==> config.mk <==
export PLATFORM = sky130hd
export DESIGN_NAME = calc_fsm_bcd_flat
export DESIGN_NICKNAME = d
export VERILOG_FILES = /design/src/rtl/calc_fsm_bcd_if.sv /design/src/rtl/calc_fsm_bcd.sv /design/src/flat_wrapper.sv
export SDC_FILE = /design/constraint.sdc
export NUM_CORES = 1
export LEC_CHECK = 0
export ABC_AREA = 0
export BUFFER_PORTS_ARGS = -buffer_cell sky130_fd_sc_hd__buf_2
export CAP_MARGIN = 20
export CORE_UTILIZATION = 55
export DETAILED_ROUTE_END_ITERATION = 7
export GPL_TIMING_DRIVEN = 1
export PLACE_DENSITY = 0.79
export SLEW_MARGIN = 0
export SYNTH_ARGS = -nofsm -noshare
export SYNTH_HDL_FRONTEND = slang
export SYNTH_SLANG_ARGS = --single-unit
==> constraint.sdc <==
create_clock -name clk -period 9.3 [get_ports clk]
set_input_delay 0.465 -clock clk [delete_from_list [all_inputs] [get_ports clk]]
set_output_delay 0.465 -clock clk [all_outputs]
set_load 0.05 [all_outputs]
==> src/rtl/calc_fsm_bcd_if.sv <==
// Keypad-to-display bus of the calculator core: key code and press level in,
// BCD display digits plus sign/error/busy flags out.
interface calc_fsm_bcd_if #(parameter int N_DIGITS = 4);
    logic [7:0]            key;
    logic                  pressed;
    logic [4*N_DIGITS-1:0] digits;
    logic                  neg;
    logic                  err;
    logic                  busy;

    modport master (output key, pressed, input digits, neg, err, busy);
    modport slave  (input key, pressed, output digits, neg, err, busy);
endinterface

==> src/rtl/calc_fsm_bcd.sv <==
// Keypad calculator core: operand entry, signed add/sub/mul with chaining,
// overflow trap and a sequential double-dabble binary-to-BCD display converter.
module calc_fsm_bcd #(
    parameter int N_DIGITS = 4
) (
    input  logic          clk,
    input  logic          rst,
    calc_fsm_bcd_if.slave bus
);
    localparam int W   = $clog2(10**N_DIGITS);
    localparam int DW  = 4*N_DIGITS;
    localparam int NCW = $clog2(N_DIGITS+1);
    localparam int CW  = $clog2(W+2);
    localparam logic [2*W:0] MAXV = (2*W+1)'(10**N_DIGITS - 1);

    typedef enum logic [2:0] {S_ENTER_A, S_ENTER_B, S_CONVERT, S_RESULT, S_ERROR} state_t;
    typedef enum logic [1:0] {OP_ADD, OP_SUB, OP_MUL} op_t;

    state_t                   r_state;
    op_t                      r_op;
    logic [W-1:0]             r_a_mag;
    logic                     r_a_neg;
    logic [W-1:0]             r_b;
    logic [NCW-1:0]           r_a_cnt;
    logic [NCW-1:0]           r_b_cnt;
    logic [DW-1:0]            r_digits;
    logic [W-1:0]             r_bin;
    logic [N_DIGITS-1:0][3:0] r_bcd;
    logic [CW-1:0]            r_cnt;
    logic                     r_chain;
    logic                     r_neg;
    logic                     r_err;
    logic                     r_busy;
    logic                     r_prev;

    // Key decode; key[7] outranks key[6], which outranks a digit.
    logic       w_press, w_clr, w_arith, w_eq, w_dig, w_calc;
    logic [3:0] w_d;
    op_t        w_new_op;
    logic       w_unused;

    assign w_press  = bus.pressed & ~r_prev;
    assign w_arith  = bus.key[7] && (bus.key[2:0] inside {3'd1, 3'd2, 3'd3});
    assign w_clr    = bus.key[7] && (bus.key[2:0] == 3'd4);
    assign w_eq     = !bus.key[7] && bus.key[6];
    assign w_dig    = (bus.key[7:6] == 2'b00) && (bus.key[3:0] <= 4'd9);
    assign w_d      = bus.key[3:0];
    assign w_unused = &{1'b0, bus.key[5:4]};

    always_comb begin
        case (bus.key[1:0])
            2'd2:    w_new_op = OP_SUB;
            2'd3:    w_new_op = OP_MUL;
            default: w_new_op = OP_ADD;
        endcase
    end

    // An operator only chains once B has a significant digit.
    assign w_calc = w_press && (r_state == S_ENTER_B) &&
                    ((w_arith && r_b_cnt != '0) || w_eq);

    logic signed [2*W:0] w_a, w_bs, w_res;
    logic        [2*W:0] w_abs;
    logic                w_ovf;

    always_comb begin
        w_a  = signed'({{(W+1){1'b0}}, r_a_mag});
        if (r_a_neg) w_a = -w_a;
        w_bs = signed'({{(W+1){1'b0}}, r_b});
        case (r_op)
            OP_SUB:  w_res = w_a - w_bs;
            OP_MUL:  w_res = w_a * w_bs;
            default: w_res = w_a + w_bs;
        endcase
        w_abs = w_res[2*W] ? unsigned'(-w_res) : unsigned'(w_res);
        w_ovf = w_abs > MAXV;
    end

    // Operand entry; a digit in RESULT starts a fresh A from zero.
    logic [W-1:0]   w_base, w_opnd_nx;
    logic [NCW-1:0] w_cnt, w_cnt_nx;
    logic           w_dig_ok;
    logic [DW-1:0]  w_disp_nx;

    always_comb begin
        w_base = r_a_mag;
        w_cnt  = r_a_cnt;
        if (r_state == S_ENTER_B) begin
            w_base = r_b;
            w_cnt  = r_b_cnt;
        end else if (r_state == S_RESULT) begin
            w_base = '0;
            w_cnt  = '0;
        end
    end

    assign w_opnd_nx = w_base * W'(10) + W'(w_d);
    assign w_cnt_nx  = (w_cnt == '0 && w_d == 4'd0) ? '0 : w_cnt + NCW'(1);
    assign w_dig_ok  = w_cnt < NCW'(N_DIGITS);
    assign w_disp_nx = (w_cnt == '0) ? DW'(w_d) : ((r_digits << 4) | DW'(w_d));

    logic [N_DIGITS-1:0][3:0] w_bcd_adj;
    logic [DW+W-1:0]          w_dd;

    for (genvar g = 0; g < N_DIGITS; g++) begin : g_dab
        assign w_bcd_adj[g] = (r_bcd[g] >= 4'd5) ? r_bcd[g] + 4'd3 : r_bcd[g];
    end
    assign w_dd = {w_bcd_adj, r_bin} << 1;

    always_ff @(posedge clk or posedge rst) begin
        if (rst) begin
            r_state  <= S_ENTER_A;
            r_op     <= OP_ADD;
            r_a_mag  <= '0;
            r_a_neg  <= 1'b0;
            r_b      <= '0;
            r_a_cnt  <= '0;
            r_b_cnt  <= '0;
            r_digits <= '0;
            r_bin    <= '0;
            r_bcd    <= '0;
            r_cnt    <= '0;
            r_chain  <= 1'b0;
            r_neg    <= 1'b0;
            r_err    <= 1'b0;
            r_busy   <= 1'b0;
            r_prev   <= 1'b0;
        end else begin
            r_prev <= bus.pressed;
            if (w_press && w_clr) begin
                r_state  <= S_ENTER_A;
                r_op     <= OP_ADD;
                r_a_mag  <= '0;
                r_a_neg  <= 1'b0;
                r_b      <= '0;
                r_a_cnt  <= '0;
                r_b_cnt  <= '0;
                r_digits <= '0;
                r_bin    <= '0;
                r_bcd    <= '0;
                r_cnt    <= '0;
                r_chain  <= 1'b0;
                r_neg    <= 1'b0;
                r_err    <= 1'b0;
                r_busy   <= 1'b0;
            end else if (w_calc) begin
                if (w_ovf) begin
                    r_err    <= 1'b1;
                    r_neg    <= 1'b0;
                    r_digits <= '1;
                    r_state  <= S_ERROR;
                end else begin
                    r_a_mag <= w_abs[W-1:0];
                    r_a_neg <= w_res[2*W];
                    r_neg   <= w_res[2*W];
                    r_bin   <= w_abs[W-1:0];
                    r_bcd   <= '0;
                    r_cnt   <= '0;
                    r_chain <= w_arith;
                    if (w_arith) r_op <= w_new_op;
                    r_state <= S_CONVERT;
                end
            end else begin
                case (r_state)
                    S_ENTER_A, S_ENTER_B, S_RESULT: begin
                        if (w_press && w_arith) begin
                            r_op <= w_new_op;
                            if (r_state != S_ENTER_B) begin
                                r_b     <= '0;
                                r_b_cnt <= '0;
                                r_state <= S_ENTER_B;
                            end
                        end else if (w_press && !w_eq && w_dig && w_dig_ok) begin
                            if (r_state == S_ENTER_B) begin
                                r_b     <= w_opnd_nx;
                                r_b_cnt <= w_cnt_nx;
                            end else begin
                                r_a_mag <= w_opnd_nx;
                                r_a_cnt <= w_cnt_nx;
                                r_a_neg <= 1'b0;
                            end
                            if (r_state == S_RESULT) begin
                                r_neg   <= 1'b0;
                                r_state <= S_ENTER_A;
                            end
                            r_digits <= w_disp_nx;
                        end
                    end
                    // One settle cycle, W shift cycles under busy, then the load.
                    S_CONVERT: begin
                        r_cnt <= r_cnt + CW'(1);
                        if (r_cnt == CW'(1)) r_busy <= 1'b1;
                        if (r_cnt >= CW'(1) && r_cnt <= CW'(W)) begin
                            r_bcd <= w_dd[DW+W-1:W];
                            r_bin <= w_dd[W-1:0];
                        end
                        if (r_cnt == CW'(W+1)) begin
                            r_digits <= r_bcd;
                            r_busy   <= 1'b0;
                            if (r_chain) begin
                                r_b     <= '0;
                                r_b_cnt <= '0;
                                r_state <= S_ENTER_B;
                            end else begin
                                r_state <= S_RESULT;
                            end
                        end
                    end
                    S_ERROR: ;
                    default: r_state <= S_ENTER_A;
                endcase
            end
        end
    end

    assign bus.digits = r_digits;
    assign bus.neg    = r_neg;
    assign bus.err    = r_err;
    assign bus.busy   = r_busy;
endmodule
==> src/flat_wrapper.sv <==
// flat-port wrapper written by rule: the top's interface ports become plain ports
module calc_fsm_bcd_flat 
#(
    parameter int N_DIGITS = 4
)
  (clk, rst, bus_key, bus_pressed, bus_digits, bus_neg, bus_err, bus_busy);
  calc_fsm_bcd_if #(.N_DIGITS(N_DIGITS)) bus_i ();
  input  logic clk;
  input  logic rst;
  input wire logic [$bits(bus_i.key)-1:0] bus_key;
  input wire logic [$bits(bus_i.pressed)-1:0] bus_pressed;
  output wire logic [$bits(bus_i.digits)-1:0] bus_digits;
  output wire logic [$bits(bus_i.neg)-1:0] bus_neg;
  output wire logic [$bits(bus_i.err)-1:0] bus_err;
  output wire logic [$bits(bus_i.busy)-1:0] bus_busy;
  assign bus_i.key = bus_key;
  assign bus_i.pressed = bus_pressed;
  assign bus_digits = bus_i.digits;
  assign bus_neg = bus_i.neg;
  assign bus_err = bus_i.err;
  assign bus_busy = bus_i.busy;
  calc_fsm_bcd #(.N_DIGITS(N_DIGITS)) u_core (.clk(clk), .rst(rst), .bus(bus_i));
endmodule
# == Word-level counts from Yosys, hierarchy flattened ==
# Index checks and enable logic that the tools add are counted.
# word_totals
register_bits,95
output_inout_bits,19
wordCells,236
inputBits,11
# classes
reduce_logical,50
n_mul,2
n_mux,106
bitwise_logic,3
n_eq_ne,36
order_cmp,9
n_addsub,11
# op_table
cell,count
14-bit two-way mux,21
16-bit two-way mux,12
3-bit two-way mux,26
29-bit two-way mux,2
29-bit one-hot mux with 2 select lines,1
16-bit one-hot mux with 2 select lines,1
3-bit nonzero test,10
29-bit by 15-bit adder with 29-bit output,1
"29-bit by 14-bit greater-than comparator with 1-bit output, second input constant",1
29-bit by 15-bit multiplier with 29-bit output,1
14-bit negation with 29-bit output,1
29-bit negation,1
29-bit by 15-bit subtractor with 29-bit output,1
4-bit two-way mux,7
14-bit one-hot mux with 2 select lines,1
1-bit two-way mux,25
5-bit AND reduction,4
"4-bit by 3-bit >= comparator with 1-bit output, second input constant",4
"4-bit by 1-bit != test with 1-bit output, second input constant",4
16-bit by 4-bit bitwise OR with 16-bit output,1
"3-bit by 1-bit != test with 1-bit output, second input constant",5
14-bit by 4-bit adder with 14-bit output,1
1-bit logical AND,14
"14-bit by 3-bit multiplier with 13-bit output, second input constant",1
40 further kinds,71

# == Longest topological paths before layout ==
# Gate-level depths: netlist (run 1).
# logic_depth
ltp_word,12
depth_mapped,39
ltp_nobuf,34

# == Worst setup path after synthesis (run 1) ==
# OpenSTA, ideal clock, no wires.
# synth_path
path_kind,flip-flop to flip-flop
startpoint,reg u_core.r_a_mag[2]
endpoint,reg u_core.r_bin[1]
required_ns,9.175
setup_time_ns,0.125
n_path_buf,3
slack_ns,-0.060
arrival_time_ns,9.235
stages_incl_launch_ff,36
period_less_slack_ns,9.360
cell_sequence,dfrtp_1 > buf_2 > nor4_2 > nand2_1 > o31ai_1 > xnor2_1 > clkbuf_1 > and2_1 > fa_1 > inv_1 > fa_1 > inv_1 > fa_1 > inv_1 > fa_1 > inv_1 > fa_1 > inv_1 > fa_1 > inv_1 > ha_1 > a21oi_1 > nand2_1 > o211ai_1 > a21oi_1 > or3_1 > a31oi_2 > or4b_1 > nor4_1 > a21oi_1 > xnor2_1 > or4_4 > o31ai_4 > nand2_4 > buf_6 > mux2_4
# synth_between
elab_chain_cells,9
# synth_lines
element,line,source
start: declaration,calc_fsm_bcd.sv:21,logic [W-1:0] r_a_mag;
start signal: assignment,calc_fsm_bcd.sv:153,r_a_mag <= w_abs[W-1:0];
start signal: assignment,calc_fsm_bcd.sv:178,r_a_mag <= w_opnd_nx;
14-bit negation with 29-bit output,calc_fsm_bcd.sv:68,if (r_a_neg) w_a = -w_a;
29-bit two-way mux *,calc_fsm_bcd.sv:68,
"29-bit by 15-bit multiplier with 29-bit output, or another cell as far along",calc_fsm_bcd.sv:72,OP_MUL: w_res = w_a * w_bs;
29-bit one-hot mux with 2 select lines *,calc_fsm_bcd.sv:70,case (r_op)
29-bit negation,calc_fsm_bcd.sv:75,w_abs = w_res[2*W] ? unsigned'(-w_res) : unsigned'(w_res);
29-bit two-way mux *,calc_fsm_bcd.sv:75,
29-bit by 14-bit greater-than comparator with 1-bit output,calc_fsm_bcd.sv:76,w_ovf = w_abs > MAXV;
3-bit != test (no source line),n/a,
3-bit AND reduction (no source line),n/a,
end signal: assignment,calc_fsm_bcd.sv:156,r_bin <= w_abs[W-1:0];
end signal: assignment,calc_fsm_bcd.sv:195,r_bin <= w_dd[W-1:0];
end: declaration,calc_fsm_bcd.sv:27,logic [W-1:0] r_bin;
# Mark *: on every way between the ends. The rest lies on a longest branch, timed or not. The select of a mux whose other input is x is not followed.
# A chain may end at the register's enable or synchronous reset.

# == Worst setup path after layout (run 1) ==
# layout_path
startpoint,reg u_core.r_a_mag[0]
endpoint,reg u_core.r_a_mag[5]
# layout_between
elab_chain_cells,10
# layout_lines
element
"parallel branches: the longest is 10 deep, another holds 14-bit negation with 29-bit output"
# Several ways; the timed one is not identified. The select of a mux whose other input is x is not followed.

==> results of run 1 <==
## worst register-to-register path, delay by kind of cell, from the launching register on
kind	cells	cell delay [ps]
adder cells (fa/ha/maj)	8	3620
AND/OR/NAND/NOR	9	2260
AO/OA/AOI/OAI	7	1460
buffers and inverters	9	1040
flip-flops	1	460
multiplexers	1	190
XOR/XNOR	1	170
## registers in the layout (all words and copies together), names as in the netlist, 4 cells and up
name               cells
u_core.r_bcd          16
u_core.r_b            14
u_core.r_a_mag        14
u_core.bus.digits     16
u_core.r_cnt           4
u_core.r_bin          14
## repair_timing
action / in CTS / in global routing
pin swaps: 4 / 87
gates cloned: 0 / 1
gates resized for setup: 9 / 179
setup buffers: 4 / 26
endpoints found under the setup margin: 49 / 72
## cell type report
type,count,area share (%)
Sequential cell,95,10.7
Clock buffer,11,1.04
Clock inverter,5,0.292
Timing Repair Buffer,269,9.28
Inverter,360,6.07
Multi-Input combinational cell,1733,70.1
Tap cell,448,2.51
Antenna cell,1,0.0112
## path summary, 6_finish.rpt
| kind | start | endpoint |
|---|---|---|
| setup / recovery | u_core.r_a_mag[0]$_DFFE_PP0P_ | u_core.r_a_mag[5]$_DFFE_PP0P_ |
| max in group asynchronous | rst | u_core.r_a_mag[0]$_DFFE_PP0P_ |
| setup reg to reg | u_core.r_a_mag[0]$_DFFE_PP0P_ | u_core.r_a_mag[5]$_DFFE_PP0P_ |
| min in group clk | bus_pressed | u_core.r_prev$_DFF_PP0_ |
| hold reg to reg | u_core.bus.err$_DFFE_PP0P_ | u_core.bus.err$_DFFE_PP0P_ |
| hold / removal | rst | u_core.r_bcd[6]$_DFFE_PP0P_ |
## metrics by stage
step / area, sq um / util (%)
after global placement: 21000 / 62.0
final: 22300 / 65.8
after floorplan: 19200 / -
after global routing: 22300 / 65.8
after detailed placement: 21000 / 62.0
after CTS: 21400 / 63.1
## cells by family after synthesis
family / count (synthesis)
multiplexers: 50
XOR/XNOR: 121
buffers and inverters: 483
adder cells (fa/ha/maj): 373
AND/OR/NAND/NOR: 716
flip-flops: 95
AO/OA/AOI/OAI: 473
## cells in the final DEF (no fill, tap or decap), drive strengths merged, types with 13 or more instances in the layout
master / instances
a211oi: 15
a21o: 22
a21oi: 106
a22o: 21
a22oi: 13
a31oi: 18
and2: 127
and3: 16
buf: 269
dfrtp: 95
fa: 237
ha: 136
inv: 360
mux2: 18
mux2i: 32
nand2: 267
nand2b: 24
nand3: 33
nor2: 113
nor2b: 18
nor3: 34
nor4: 13
o211ai: 30
o21a: 15
o21ai: 111
or3: 15
xnor2: 83
xor2: 37
## metal layers
layer	routed length [um]	vias up	share of wire, %	track usage, %
li1	-	7964	-	-
met1	24600	8802	43	45.5
met2	26500	822	46	50.7
met3	5080	126	8.8	4.95
met4	1700	0	2.9	7.94
met5	0	-	0	0
==> results_dict.tcl, run 1 <==
set metrics [dict create \
    drt_wl_total_um 57800 \
    synth_area_sq_mm 0.0192 \
    multi_input_area_sq_mm 0.0156 \
    fin_crit_ps 9330 \
    clkTransAtPathRegs_ps 70 \
    antenna_found_initial 1 \
    io_pins 30 \
    root_buffer "clkbuf_16" \
    cp.depth 35 \
    syn_nets 2695 \
    cts_buffer_depth 2 \
    max_slew.worst_pin.slew_ps 905 \
    cts_tree "built" \
    die_w_um 189 \
    crit_buf_inv 9 \
    hold_buffers 0 \
    synth_cells 2311 \
    rsz0062_at_grt "true" \
    dp_hpwl_um 45300 \
    viasPerCell 6.06 \
    slew_headroom_pct 39.5 \
    dp_slack_ps -96.4 \
    crit_family "adder cells" \
    io_buffers 27 \
    drtPass1Iterations 6 \
    synth_area_per_cell_sq_um 8.29 \
    worstPathArrival_ps 9550 \
    synth-seq-area-share_pct 12.4 \
    yosys.area.top_type "fa_1" \
    timing.final.crit_share_pct 100 \
    synthSimpleGateAreaFrac_pct 18.6 \
    setup_viol 10 \
    endpoint_kind "flip-flop" \
    yosysMostFrequentCell "inv_1" \
    placed_cells 2874 \
    synth_commonest_cells "inv_1 (357), nand2_1 (265), fa_1 (237)" \
    htreeDepth 3 \
    synthArstFlopShare_pct 100 \
    clock_latency_ps 360 \
    drive_gt1_share_pct 19.2 \
    yosys_warnings 0 \
    synth_area_leaders "fa_1 (25%), dfrtp_1 (12%), ha_1 (8.9%)" \
    initial_core_util_pct 56.5 \
    numCtsBuffers 9 \
    hold_path_class "input pin to async pin" \
    reg2reg_depth 35 \
    die_area_sq_mm 0.0356 \
    fin_cells 2922 \
    rows 67 \
    ys_types 94 \
    drv_slew 0 \
    synth_top_family_by_area "adder cells" \
    start_kind "flip-flop" \
    max_freq_mhz 107 \
    tns_ps -160 \
    synth.top_cell.area_share_pct 24.8 \
    drt_first_iter_violations 1828 \
    die_h_um 189 \
    hold_ws_ps 161 \
    ant_nets 0 \
    synth_flop_cell "dfrtp_1" \
    grt_pass1_wl_um 90700 \
    synth_xor_xnor_area_share_pct 5.64 \
    hold_viol_final 0 \
    gp_congestion 0.967 \
    slowest_delay_ps 600 \
    wl_per_cell_um 19.8 \
    core_area_sq_mm 0.0339 \
    syn2layout_area_growth_pct 16.4 \
    path_max_fanout 7 \
    grt_pass1_vias 17300 \
    cpMaxStageDelayCell "or4b_4" \
    synth_compound_area_share_pct 17.1 \
    cap_violations 0 \
    setup.worst_path.class "flip-flop to flip-flop" \
    drcViolationCount 0 \
    synth-seq-cells 95 \
    synth_mux_area_share_pct 2.85 \
    register_area_sq_mm 0.00238 \
    skew_ps 10.4 \
    synthAdderAreaFrac_pct 33.7 \
    finalWorstSetupSlack_ps -32.8 \
    r2r_slack_ps -30 \
    cp_common_cell "fa_1" \
    synth_edf_count 0 \
    status "complete, but fails checks" \
    overflow 0 \
    cts.sinks 95 \
    via_count 17700 \
    cp.required_ps 9520 \
    grt_max_degree 53 \
    grt_usage_pct 31.9 \
    violations "negative setup slack" \
    fin_nets 2852 \
    fillerInstances 2658 \
]
Power of run 1 is not shown: default switching activity piles up to over one toggle a cycle in this logic, so the estimate is an artifact.
==> run 2: changes to the inputs <==
--- a/config.mk
+++ b/config.mk
@@ -6,12 +6,14 @@
 export NUM_CORES = 1
 export LEC_CHECK = 0
 export ABC_AREA = 0
-export BUFFER_PORTS_ARGS = -buffer_cell sky130_fd_sc_hd__buf_2
 export CAP_MARGIN = 20
+export CORE_MARGIN = 2
 export CORE_UTILIZATION = 55
 export DETAILED_ROUTE_END_ITERATION = 7
+export DONT_BUFFER_PORTS = 1
+export GPL_ROUTABILITY_DRIVEN = 0
 export GPL_TIMING_DRIVEN = 1
-export PLACE_DENSITY = 0.79
+export PLACE_DENSITY = 0.78
 export SLEW_MARGIN = 0
 export SYNTH_ARGS = -nofsm -noshare
 export SYNTH_HDL_FRONTEND = slang
==> run 2 against run 1 <==
Net effect: the run still ends with negative setup slack left; cell area down 0.42%; clock skew up 2.0 ps; sequential cell count unchanged; sequential share of layout area about the same; first-iteration DRC count up 0.60%; setup slack worse by 240 ps; register-to-register slack worse by 240 ps; utilization down 1.4 points; wire length up 0.54%; worst hold slack worse by 130 ps.
==> results_dict.tcl, run 2 (synthesis gave the netlist of run 1 again) <==
set metrics [dict create \
    hold_buffers 0 \
    initial_core_util_pct 55.6 \
    syn2layout_area_growth_pct 15.9 \
    grt_pass1_wl_um 90700 \
    fillerInstances 2604 \
    htreeDepth 3 \
    overflow 0 \
    io_pins 30 \
    start_kind "flip-flop" \
    fin_nets 2824 \
    slew_headroom_pct 33.1 \
    final_common_cell "inv_1" \
    timing.final.crit_share_pct 103 \
    cts_buffer_depth 2 \
    tns_ps -11430 \
    clkTransAtPathRegs_ps 70 \
    cts_tree "built" \
    max_freq_mhz 104 \
    dp_slack_ps -197 \
    register_area_sq_mm 0.00238 \
    drt_wl_total_um 58100 \
    rows 68 \
    final_area_sq_mm 0.0222 \
    drcViolationCount 0 \
    placed_area_sq_mm 0.0208 \
    grt_pass1_vias 17800 \
    viasPerCell 6.21 \
    setup.worst_path.class "flip-flop to flip-flop" \
    grt_usage_pct 31.2 \
    cp_common_cell "fa_1" \
    die_w_um 191 \
    num_antenna_cells 0 \
    finalWorstSetupSlack_ps -271 \
    wl_per_cell_um 20.0 \
    cts.sinks 95 \
    ant_nets 0 \
    cpMaxStageDelayCell "or4b_4" \
    io_buffers 0 \
    cap_violations 0 \
    via_count 18000 \
    core_area_sq_mm 0.0345 \
    antenna_found_initial 1 \
    drt_first_iter_violations 1839 \
    final_cell_mix "inv_1 (339), nand2_1 (250), fa_1 (235)" \
    path_max_fanout 6 \
    worstPathArrival_ps 9820 \
    clock_latency_ps 360 \
    drtPass1Iterations 6 \
    endpoint_kind "flip-flop" \
    setup_viol 67 \
    crit_buf_inv 10 \
    violations "negative setup slack" \
    die_h_um 191 \
    postLayoutCoreUtil_pct 64.4 \
    crit_family "adder cells" \
    drv_slew 0 \
    status "complete, but fails checks" \
    dp_hpwl_um 43600 \
    cp.required_ps 9540 \
    multi_input_area_sq_mm 0.0156 \
    max_slew.worst_pin.slew_ps 1000 \
    hold_viol_final 0 \
    fin_crit_ps 9570 \
    drive_gt1_share_pct 17.4 \
    grt_max_degree 54 \
    numCtsBuffers 9 \
    die_area_sq_mm 0.0363 \
    slowest_delay_ps 610 \
    skew_ps 12.5 \
    hold_path_class "input pin to async pin" \
    rsz0062_at_grt "true" \
    root_buffer "clkbuf_16" \
]
-- run 2: worst register-to-register path: cells and delay by family, from the launching register on --
kind / cells / cell delay (ps)
DFF: 1 / 430
and+or+nand+nor: 9 / 2800
buffers and inverters: 10 / 1170
adders and majority gates: 7 / 3230
AOI/OAI and AO/OA: 7 / 1480
xor gates and xnor gates: 2 / 330
-- run 2: final cells by class --
class | count | share of cell area, %
clock buffers | 11 | 1.05
inverters | 360 | 6.10
flip-flops and latches | 95 | 10.7
repair buffers | 241 | 8.88
multi-input cells | 1733 | 70.4
clock inverters | 5 | 0.293
well taps | 455 | 2.56
-- run 2: routing by layer --
layer / vias to the layer above / wire, um / GRT usage (%) / share of wire [%]
li1: 7901 / - / - / -
met1: 8876 / 23000 / 43.2 / 40
met2: 1024 / 26700 / 49.5 / 46
met3: 215 / 5770 / 5.13 / 9.9
met4: 0 / 2690 / 11.1 / 4.6
met5: - / 0 / 0 / 0
-- run 2: metrics by stage --
| step | instances | hold WS, ps |
|---|---|---|
| after global placement | 2837 | 419 |
| final | 2900 | 28.5 |
| after floorplan | 2311 | 464 |
| after detailed placement | 2838 | 429 |
| after CTS | 2873 | 45.7 |
| after global routing | 2900 | 75.8 |
-- run 2: path summary, 6_finish.rpt --
| check | start | endpoint | slack, ps | depth (start not counted) |
|---|---|---|---|---|
| max | u_core.r_a_mag[2]$_DFFE_PP0P_ | u_core.r_bcd[0]$_DFFE_PP0P_ | -270 | 35 |
| min | rst | u_core.r_bcd[10]$_DFFE_PP0P_ | 30 | 1 |
| max reg2reg | u_core.r_a_mag[2]$_DFFE_PP0P_ | u_core.r_bcd[0]$_DFFE_PP0P_ | -270 | 35 |
| min reg2reg | u_core.r_bin[10]$_DFFE_PP0P_ | u_core.r_bin[10]$_DFFE_PP0P_ | 510 | 1 |
| max in group asynchronous | rst | u_core.r_a_mag[4]$_DFFE_PP0P_ | 8160 | 2 |
| min in group clk | bus_pressed | u_core.r_prev$_DFF_PP0_ | 120 | 0 |
-- run 2: what timing repair did --
action,CTS,global route
gates cloned,1,2
setup buffers,18,25
resized for setup,35,140
setup endpoints to repair,68,72
pin swaps,26,98
Power of run 2 is left out for the same reason.
